[src/rtl/vector_aes_dec_unit_pkg.sv]
// Shared AES inverse-cipher definitions: op encoding, FSM states, inverse S-box and GF(2^8) helpers.
package aes_pkg;

    typedef enum logic [1:0] {
        OP_INV_SHIFTROWS  = 2'b00,
        OP_INV_SUBBYTES   = 2'b01,
        OP_INV_MIXCOLUMNS = 2'b10,
        OP_INV_ROUND      = 2'b11
    } vaes_dec_op;

    localparam logic [1:0] ST_IDLE = 2'd0;
    localparam logic [1:0] ST_SUB  = 2'd1;
    localparam logic [1:0] ST_MIX  = 2'd2;
    localparam logic [1:0] ST_DONE = 2'd3;

    // Element 0 is the leftmost byte, so INV_SBOX[x] is the inverse substitution of x.
    localparam logic [0:255][7:0] INV_SBOX = {
        128'h52096ad53036a538bf40a39e81f3d7fb,
        128'h7ce339829b2fff87348e4344c4dee9cb,
        128'h547b9432a6c2233dee4c950b42fac34e,
        128'h082ea16628d924b2765ba2496d8bd125,
        128'h72f8f66486689816d4a45ccc5d65b692,
        128'h6c704850fdedb9da5e154657a78d9d84,
        128'h90d8ab008cbcd30af7e45805b8b34506,
        128'hd02c1e8fca3f0f02c1afbd0301138a6b,
        128'h3a9111414f67dcea97f2cfcef0b4e673,
        128'h96ac7422e7ad3585e2f937e81c75df6e,
        128'h47f11a711d29c5896fb7620eaa18be1b,
        128'hfc563e4bc6d279209adbc0fe78cd5af4,
        128'h1fdda8338807c731b11210592780ec5f,
        128'h60517fa919b54a0d2de57a9f93c99cef,
        128'ha0e03b4dae2af5b0c8ebbb3c83539961,
        128'h172b047eba77d626e169146355210c7d
    };

    function automatic logic [7:0] gf_xtime(input logic [7:0] b);
        return {b[6:0], 1'b0} ^ (b[7] ? 8'h1b : 8'h00);
    endfunction

    function automatic logic [7:0] gf_mul(input logic [7:0] a, input logic [7:0] b);
        logic [7:0] acc;
        logic [7:0] p;
        acc = 8'h00;
        p   = a;
        for (int i = 0; i < 8; i++) begin
            if (b[i]) acc = acc ^ p;
            p = gf_xtime(p);
        end
        return acc;
    endfunction

    // Column word is {row0, row1, row2, row3}, row0 in the most significant byte.
    function automatic logic [31:0] inv_mix_column(input logic [31:0] c);
        logic [7:0] s0, s1, s2, s3;
        s0 = c[31:24];
        s1 = c[23:16];
        s2 = c[15:8];
        s3 = c[7:0];
        return {gf_mul(s0, 8'h0e) ^ gf_mul(s1, 8'h0b) ^ gf_mul(s2, 8'h0d) ^ gf_mul(s3, 8'h09),
                gf_mul(s0, 8'h09) ^ gf_mul(s1, 8'h0e) ^ gf_mul(s2, 8'h0b) ^ gf_mul(s3, 8'h0d),
                gf_mul(s0, 8'h0d) ^ gf_mul(s1, 8'h09) ^ gf_mul(s2, 8'h0e) ^ gf_mul(s3, 8'h0b),
                gf_mul(s0, 8'h0b) ^ gf_mul(s1, 8'h0d) ^ gf_mul(s2, 8'h09) ^ gf_mul(s3, 8'h0e)};
    endfunction

    // Row r is rotated right by r columns.
    function automatic logic [127:0] inv_shift_rows(input logic [127:0] s);
        logic [127:0] o;
        o = '0;
        for (int c = 0; c < 4; c++) begin
            for (int r = 0; r < 4; r++) begin
                o[127-8*(r+4*c) -: 8] = s[127-8*(r+4*((c-r+4)%4)) -: 8];
            end
        end
        return o;
    endfunction

endpackage

[src/rtl/aes_inv_sbox.sv]
// Combinational AES inverse S-box lookup, one byte per instance.
module aes_inv_sbox
    import aes_pkg::*;
(
    input  logic [7:0] addr,
    output logic [7:0] data
);

    assign data = INV_SBOX[addr];

endmodule

[src/rtl/vector_aes_dec_unit.sv]
// Multicycle AES-128 inverse-cipher unit (InvShiftRows / InvSubBytes / InvMixColumns / fused round).
// Define VAES_DEC_FAST_SBOX_EN for 16 parallel inverse S-boxes (single-cycle SUB); default shares 4.
module vector_aes_dec_unit
    import aes_pkg::*;
#(
    parameter int WIDTH = 128
) (
    input  logic             clk,
    input  logic             rst,
    input  logic             in_valid,
    output logic             in_ready,
    input  logic [1:0]       op,
    input  logic [WIDTH-1:0] state_in,
    input  logic [WIDTH-1:0] rkey_in,
    output logic             out_valid,
    input  logic             out_ready,
    output logic [WIDTH-1:0] result
);

    logic [1:0]       state;
    logic [1:0]       col;
    logic [1:0]       col_idx;
    vaes_dec_op       op_q;
    logic [WIDTH-1:0] work;
    logic [WIDTH-1:0] rkey;
    logic [WIDTH-1:0] held;

    logic [3:0][31:0] cols;
    logic [WIDTH-1:0] sub_word;
    logic             sub_last;
    logic [WIDTH-1:0] sub_next;
    logic [3:0][31:0] mix_cols;

    assign cols    = work;
    assign col_idx = 2'd3 - col;

`ifdef VAES_DEC_FAST_SBOX_EN
    for (genvar k = 0; k < 16; k++) begin : g_sbox
        aes_inv_sbox u_sbox (
            .addr (work[127-8*k -: 8]),
            .data (sub_word[127-8*k -: 8])
        );
    end
    assign sub_last = 1'b1;
`else
    logic [31:0]      sub_col;
    logic [3:0][31:0] sub_cols;

    for (genvar k = 0; k < 4; k++) begin : g_sbox
        aes_inv_sbox u_sbox (
            .addr (cols[col_idx][31-8*k -: 8]),
            .data (sub_col[31-8*k -: 8])
        );
    end

    always_comb begin
        sub_cols          = cols;
        sub_cols[col_idx] = sub_col;
    end

    assign sub_word = sub_cols;
    assign sub_last = (col == 2'd3);
`endif

    // The round key is folded into the final substitution write of a fused round.
    assign sub_next = sub_word ^ (((op_q == OP_INV_ROUND) && sub_last) ? rkey : '0);

    always_comb begin
        mix_cols          = cols;
        mix_cols[col_idx] = inv_mix_column(cols[col_idx]);
    end

    always_ff @(posedge clk) begin
        if (rst) begin
            state <= ST_IDLE;
            col   <= 2'd0;
            op_q  <= OP_INV_SHIFTROWS;
            work  <= '0;
            rkey  <= '0;
            held  <= '0;
        end else begin
            case (state)
                ST_IDLE: begin
                    if (in_valid) begin
                        op_q <= vaes_dec_op'(op);
                        rkey <= rkey_in;
                        col  <= 2'd0;
                        if ((op == OP_INV_SHIFTROWS) || (op == OP_INV_ROUND))
                            work <= inv_shift_rows(state_in);
                        else
                            work <= state_in;
                        if (op == OP_INV_SHIFTROWS)
                            state <= ST_DONE;
                        else if (op == OP_INV_MIXCOLUMNS)
                            state <= ST_MIX;
                        else
                            state <= ST_SUB;
                    end
                end
                ST_SUB: begin
                    work <= sub_next;
                    col  <= col + 2'd1;
                    if (sub_last) begin
                        col   <= 2'd0;
                        state <= (op_q == OP_INV_ROUND) ? ST_MIX : ST_DONE;
                    end
                end
                ST_MIX: begin
                    work <= mix_cols;
                    col  <= col + 2'd1;
                    if (col == 2'd3) begin
                        col   <= 2'd0;
                        state <= ST_DONE;
                    end
                end
                default: begin
                    held <= work;
                    if (out_ready) state <= ST_IDLE;
                end
            endcase
        end
    end

    // Result keeps the last completed value after the handshake.
    assign result    = (state == ST_DONE) ? work : held;
    assign in_ready  = (state == ST_IDLE);
    assign out_valid = (state == ST_DONE);

endmodule

[config.mk]
export PLATFORM = sky130hd
export DESIGN_NAME = vector_aes_dec_unit
export DESIGN_NICKNAME = d
export VERILOG_FILES = /design/src/rtl/vector_aes_dec_unit_pkg.sv /design/src/rtl/aes_inv_sbox.sv /design/src/rtl/vector_aes_dec_unit.sv
export SDC_FILE = /design/constraint.sdc
export NUM_CORES = 2
export LEC_CHECK = 0
export CAP_MARGIN = 20
export CORE_MARGIN = 5
export CORE_UTILIZATION = 40
export DETAILED_ROUTE_END_ITERATION = 12
export GPL_TIMING_DRIVEN = 1
export PLACE_DENSITY = 0.56
export SYNTH_ARGS = -nofsm -noshare
export SYNTH_HDL_FRONTEND = slang
export SYNTH_SLANG_ARGS = --single-unit
[constraint.sdc]
create_clock -name clk -period 10.33 [get_ports clk]
set_clock_uncertainty 0.05 [all_clocks]
set_input_delay 2.066 -clock clk [delete_from_list [all_inputs] [get_ports clk]]
set_output_delay 2.066 -clock clk [all_outputs]
set_load 0.005 [all_outputs]
# Word level (Yosys, flattened, before mapping)
# Memory sizes are Yosys's and may differ from the RTL's.
# Index checks and enable logic that the tools add are counted.
dict set report classes {
  order_cmp 6
  mux 42
  bitwise_logic 57
  eq_ne 10
  reduce_logical 14
  addsub 2
}
# op n
set op_table {}
lappend op_table {{128-bit two-way mux} 3}
lappend op_table {{128-bit case mux with 3 select lines} 1}
lappend op_table {{8-bit bitwise XOR} 40}
lappend op_table {{128-bit bitwise mux} 2}
lappend op_table {{128-bit bitwise XOR} 1}
lappend op_table {{120-bit two-way mux} 1}
lappend op_table {{8-bit by 5-bit bitwise XOR with 8-bit output} 12}
lappend op_table {{32-bit binary-select mux with 2-bit select} 1}
lappend op_table {{32-bit demux with 2-bit select} 1}
lappend op_table {{32-bit two-way mux} 2}
lappend op_table {{8-bit two-way mux} 8}
lappend op_table {{5-bit two-way mux} 12}
lappend op_table {{9-bit greater-or-equal comparator, second input constant} 4}
lappend op_table {{8-bit inverter with 9-bit output} 4}
lappend op_table {{2-bit two-way mux} 8}
lappend op_table {{2-bit == test, second input constant} 6}
lappend op_table {{2-bit inequality test, second input constant} 3}
lappend op_table {{2-bit case mux with 3 select lines} 1}
lappend op_table {{2-bit AND reduction} 3}
lappend op_table {{2-bit logical NOT} 2}
lappend op_table {{2-bit case mux with 2 select lines} 1}
lappend op_table {{4-bit AND reduction} 1}
lappend op_table {{4-bit nonzero test} 1}
lappend op_table {{2-bit by 3-bit < comparator with 1-bit output, second input constant} 1}
lappend op_table {{other kinds (11)} 12}
dict set report totals {
  romBits 8192
  memories 4
  out_inout_bits 130
  in_bits 262
  register_bits 390
  word_cells 141
}
# name words width rd rd_ports_with_merged_regs write_ports line
set mem_list {}
lappend mem_list {{(name not given)} 256 8 1 0 0 aes_inv_sbox.sv:9} ;# assign data = INV_SBOX[addr];
lappend mem_list {{(name not given)} 256 8 1 0 0 aes_inv_sbox.sv:9}
lappend mem_list {{(name not given)} 256 8 1 0 0 aes_inv_sbox.sv:9}
lappend mem_list {{(name not given)} 256 8 1 0 0 aes_inv_sbox.sv:9}

# Logic depth before layout (Yosys ltp)
dict set report logic_depth {
  ltp_word 15
  depth_mapped 20
  mapped_depth_nobuf 13
}

# By module
# A second synthesis with hierarchy kept.
dict set report hier_totals {
  hier_cells 5116
  area_unflattened_um2 38597.0
}
# module cells_per_inst area_each_um2 instances seq_area_each_um2
set by_module_without_submodules {}
lappend by_module_without_submodules {vector_aes_dec_unit 2940 25105.3 1 7807.5}
lappend by_module_without_submodules {{aes_inv_sbox (g_sbox[0].u_sbox)} 561 3573.4 1 0.0}
lappend by_module_without_submodules {{aes_inv_sbox (g_sbox[3].u_sbox)} 545 3368.2 1 0.0}
lappend by_module_without_submodules {{aes_inv_sbox (g_sbox[2].u_sbox)} 544 3281.9 1 0.0}
lappend by_module_without_submodules {{aes_inv_sbox (g_sbox[1].u_sbox)} 526 3268.1 1 0.0}

# Worst setup path after synthesis
# Ideal clock, no wire load.
dict set report synth_timing {
  path_type {input-to-reg}
  from {input op[0]}
  to {register work[0], in the netlist cols[0]}
  path_buffers 4
  slack_ns 5.812
  t_required_ns 10.189
  setup_ns 0.091
  stages 8
  arrival_ns 4.377
  path_cell_list {inv_1 ha_1 clkbuf_1 clkbuf_1 clkbuf_1 clkbuf_1 mux2i_1 a311oi_1}
}
dict set report synth_via {
  elab_chain_len 5
  elab_cells_between_ends 6
  cone_classes {eq/ne (1); mux (3); reduce/logical (2)}
}
# element line
set synth_lines {}
lappend synth_lines {{start, declared} vector_aes_dec_unit.sv:12} ;# input logic [1:0] op,
lappend synth_lines {{2-bit == test / 2-bit logical NOT (equally long branches)} vector_aes_dec_unit.sv:88} ;# if ((op == OP_INV_SHIFTROWS) || (op == OP_INV_ROUND))
lappend synth_lines {{1-bit logical OR (*)} vector_aes_dec_unit.sv:88}
lappend synth_lines {{120-bit two-way mux (*)} vector_aes_dec_unit.sv:88}
lappend synth_lines {{128-bit two-way mux (*)} vector_aes_dec_unit.sv:84} ;# if (in_valid) begin
lappend synth_lines {{128-bit case mux with 3 select lines (*)} vector_aes_dec_unit.sv:82} ;# case (state)
lappend synth_lines {{end signal, assigned} vector_aes_dec_unit.sv:89} ;# work <= inv_shift_rows(state_in);
lappend synth_lines {{end signal, assigned} vector_aes_dec_unit.sv:91} ;# work <= state_in;
lappend synth_lines {{end signal, assigned} vector_aes_dec_unit.sv:101} ;# work <= sub_next;
lappend synth_lines {{end, declared} vector_aes_dec_unit.sv:24} ;# logic [WIDTH-1:0] work;
# Mark *: on every way between the ends. The rest lies on a longest branch, timed or not. The select of a mux whose other input is x is not followed.
# A chain may end at the register's enable or synchronous reset.

# Worst setup path in the final report
dict set report layout_timing {
  from {register state[0]}
  to {output result[71]}
}
dict set report layout_via {
  elab_chain_len 2
}
# element line
set layout_lines {}
lappend layout_lines {{start, declared} vector_aes_dec_unit.sv:20} ;# logic [1:0] state;
lappend layout_lines {{start signal, assigned} vector_aes_dec_unit.sv:105} ;# state <= (op_q == OP_INV_ROUND) ? ST_MIX : ST_DONE;
lappend layout_lines {{2-bit == test} vector_aes_dec_unit.sv:125} ;# assign result = (state == ST_DONE) ? work : held;
lappend layout_lines {{128-bit two-way mux} vector_aes_dec_unit.sv:125}
lappend layout_lines {{end, declared} vector_aes_dec_unit.sv:17} ;# output logic [WIDTH-1:0] result
# Every way passes these cells.

==> results.py <==
metrics = {
    "sta": {
        "worst_pin_slew_ps": 1238,
        "max_freq_mhz": 161.7,
        "period_share_pct": 59.87,
        "slew_violations": 0,
        "final.min_clock_period_ps": 6185,
        "finalSetupTns_ps": 0,
        "finalHoldViolCount": 0,
        "setup_viol": 0,
        "rsz0062_at_grt": "false",
        "slew_headroom_pct": 16.85,
    },
    "worst_setup_path": {
        "cp-start-kind": "flip-flop",
        "worstPathRequired_ps": 8210,
        "cp_cell_sequence": "ha_4 > buf_4 > buf_4 > mux2_2 > clkdlybuf4s50_1",
        "cp_num_buf_inv": 3,
        "arrival_ps": 4070,
        "cp-end-kind": "output port",
        "critical_path.max_fanout": 73,
        "cpMostUsedCell": "buf_4",
        "crit_family": "buffers and inverters",
        "max_stage_delay_ps": 890,
        "critical_path.slowest_cell": "buf_4",
        "reg2reg_setup_slack_ps": 4320,
        "path_class": "flip-flop to output port",
    },
    "global_route": {
        "antenna_found_initial": 6,
        "grt_pass1_wl_um": 296900,
        "grt_max_degree": 132,
        "gr-total-overflow": 0,
        "grt_util_all_layers_pct": 36.33,
        "grt_pass1_vias": 41460,
    },
    "clocking": {
        "cts_setup_buffers": 0,
        "clk_pin_slew_ps": 60,
        "worstSkewPairLatency_ps": 690,
        "cts-htree-levels": 2,
        "cts_tree": "done",
        "clock_path_buffers": 3,
        "root_buffer": "clkbuf_16",
        "cts_buffers": 49,
        "clock_sinks": 390,
        "postCtsHoldBufs": 0,
        "postCtsResizedCells": 0,
    },
    "finish": {
        "antenna_cells": 0,
        "instances_no_fill": 6665,
        "area_growth_pct": 14.16,
        "drive_gt1_share_pct": 10.56,
        "final_nets": 5673,
        "n_fill_cell": 10160,
        "mostFrequentLayoutCells": "nand2_1, a21oi_1, clkdlybuf4s50_1, dfxtp_1, nor2_1",
        "final_common_cell": "nand2_1",
    },
    "yosys": {
        "yosysUniqueCellTypes": 120,
        "synth_area_per_cell_um2": 7.593,
        "yosysWarnings": 0,
        "synth_seq_area_share_pct": 19.33,
        "syn_inst": 5320,
        "ys_ff_latch": 390,
        "synth_area_um2": 40390,
        "synth-main-ff-cell": "dfxtp_1",
        "synth_fp_nets": 5664,
        "synth_edf_count": 0,
        "synthArstFlopShare_pct": 0,
    },
    "detailed_routing": {
        "routed_via_density": 6.842,
        "wl_per_cell_um": 31.32,
        "drt-pass1-iter-count": 10,
        "wirelength_um": 208700,
        "drc": 0,
        "final_antenna_net_count": 0,
        "dr.first_iter.drc_count": 7628,
        "vias": 45600,
    },
    "place": {
        "hpwl_um": 149100,
        "gp_congestion": 1.022,
        "portBuffers": 391,
        "dp_cells": 6575,
    },
    "die": {
        "die_w_um": 327.8,
        "rows": 116,
        "start_util_pct": 40.33,
        "dieHeight_um": 327.8,
        "dieArea_um2": 107400,
        "coreArea_um2": 100100,
        "ios": 392,
    },
    "outcome": {
        "outcome": "finished clean",
    },
    "job": {
        "cap_violations": 0,
    },
    "worst_hold_path": {
        "hp-class": "flip-flop to flip-flop",
    },
}
## cells in the mapped netlist (30+ instances only)
library cell,count,area share [%]
o31ai_1,32,0.59
o22ai_1,57,0.88
ha_1,82,2.5
nand2_1,714,6.6
inv_1,84,0.78
nand2b_1,71,1.1
a21o_1,30,0.56
a31oi_1,79,1.2
xnor2_1,180,3.9
o21ai_0,332,4.1
a311oi_1,64,1.4
xor2_1,84,1.8
a21oi_1,426,5.3
nor2_1,352,3.3
mux2i_1,325,8.1
o221ai_1,40,0.87
a211oi_1,83,1.5
mux4_2,44,2.5
o311ai_0,39,0.85
clkbuf_1,341,3.2
buf_6,31,0.86
buf_1,49,0.46
nor3_1,93,1.2
dfxtp_1,390,19
a221o_1,30,0.74
and2_1,50,0.77
o211ai_1,86,1.6
mux2_2,197,5.5
a221oi_1,71,1.5
nor2b_1,62,0.96
buf_2,108,1.3
nand3_1,104,1.3
## cells by family after synthesis
group | count (synthesis) | synth area share, %
DFF | 390 | 19.33
muxes | 572 | 16.31
adders and majority gates | 82 | 2.540
xor gates and xnor gates | 292 | 7.168
and+or+nand+nor | 1649 | 18.85
buffers and inverters | 640 | 7.127
AOI/OAI and AO/OA | 1695 | 28.68
## layout make-up
type                            instances  area, µm²  area share (%)
Sequential cell                       390       7815           16.95
Inverter                               92      350.3          0.7597
Tap cell                             1298       1624           3.522
Clock inverter                         20      282.8          0.6132
Multi-Input combinational cell       4290      29830           64.69
Timing Repair Buffer                  506       4790           10.39
Clock buffer                           69       1423           3.085
## worst min-delay path: stages (launching register included)
cell and delay, ps:
dfxtp_1 310, nand2_1 50, a21oi_1 50
## path summary, 6_finish.rpt
path | from | endpoint | cells after the start
max reg2reg | col[0] | cols[73] | 13
min reg2reg | rkey[108] | rkey[108] | 2
max | state[0] | result[71] | 5
min | rkey[108] | rkey[108] | 2
## per-layer routing
| metal | track usage [%] | routed length, µm |
|---|---|---|
| met3 | 11.91 | 29280 |
| met2 | 53.16 | 85650 |
| met1 | 49.05 | 82250 |
| met4 | 15.27 | 11500 |
| met5 | 0 | 41 |
## through the flow
step	area (µm²)	utilization [%]	setup slack (ps)	hold WS, ps
global placement	44390	44.33	4621	394.5
CTS	46110	46.04	4129	406.3
finish	46120	46.05	4145	405.4
detailed placement	44400	44.34	4506	397.8
floorplan	40390	-	5812	382.1
global route	46120	46.05	4048	426.1
## registers in the layout (all words and copies together) (netlist names)
signal,count
state,2
rkey,128
col,2
op_q,2
cols,128
held,128
Power is not shown: default switching activity piles up to over one toggle a cycle in this logic, so the estimate is an artifact.
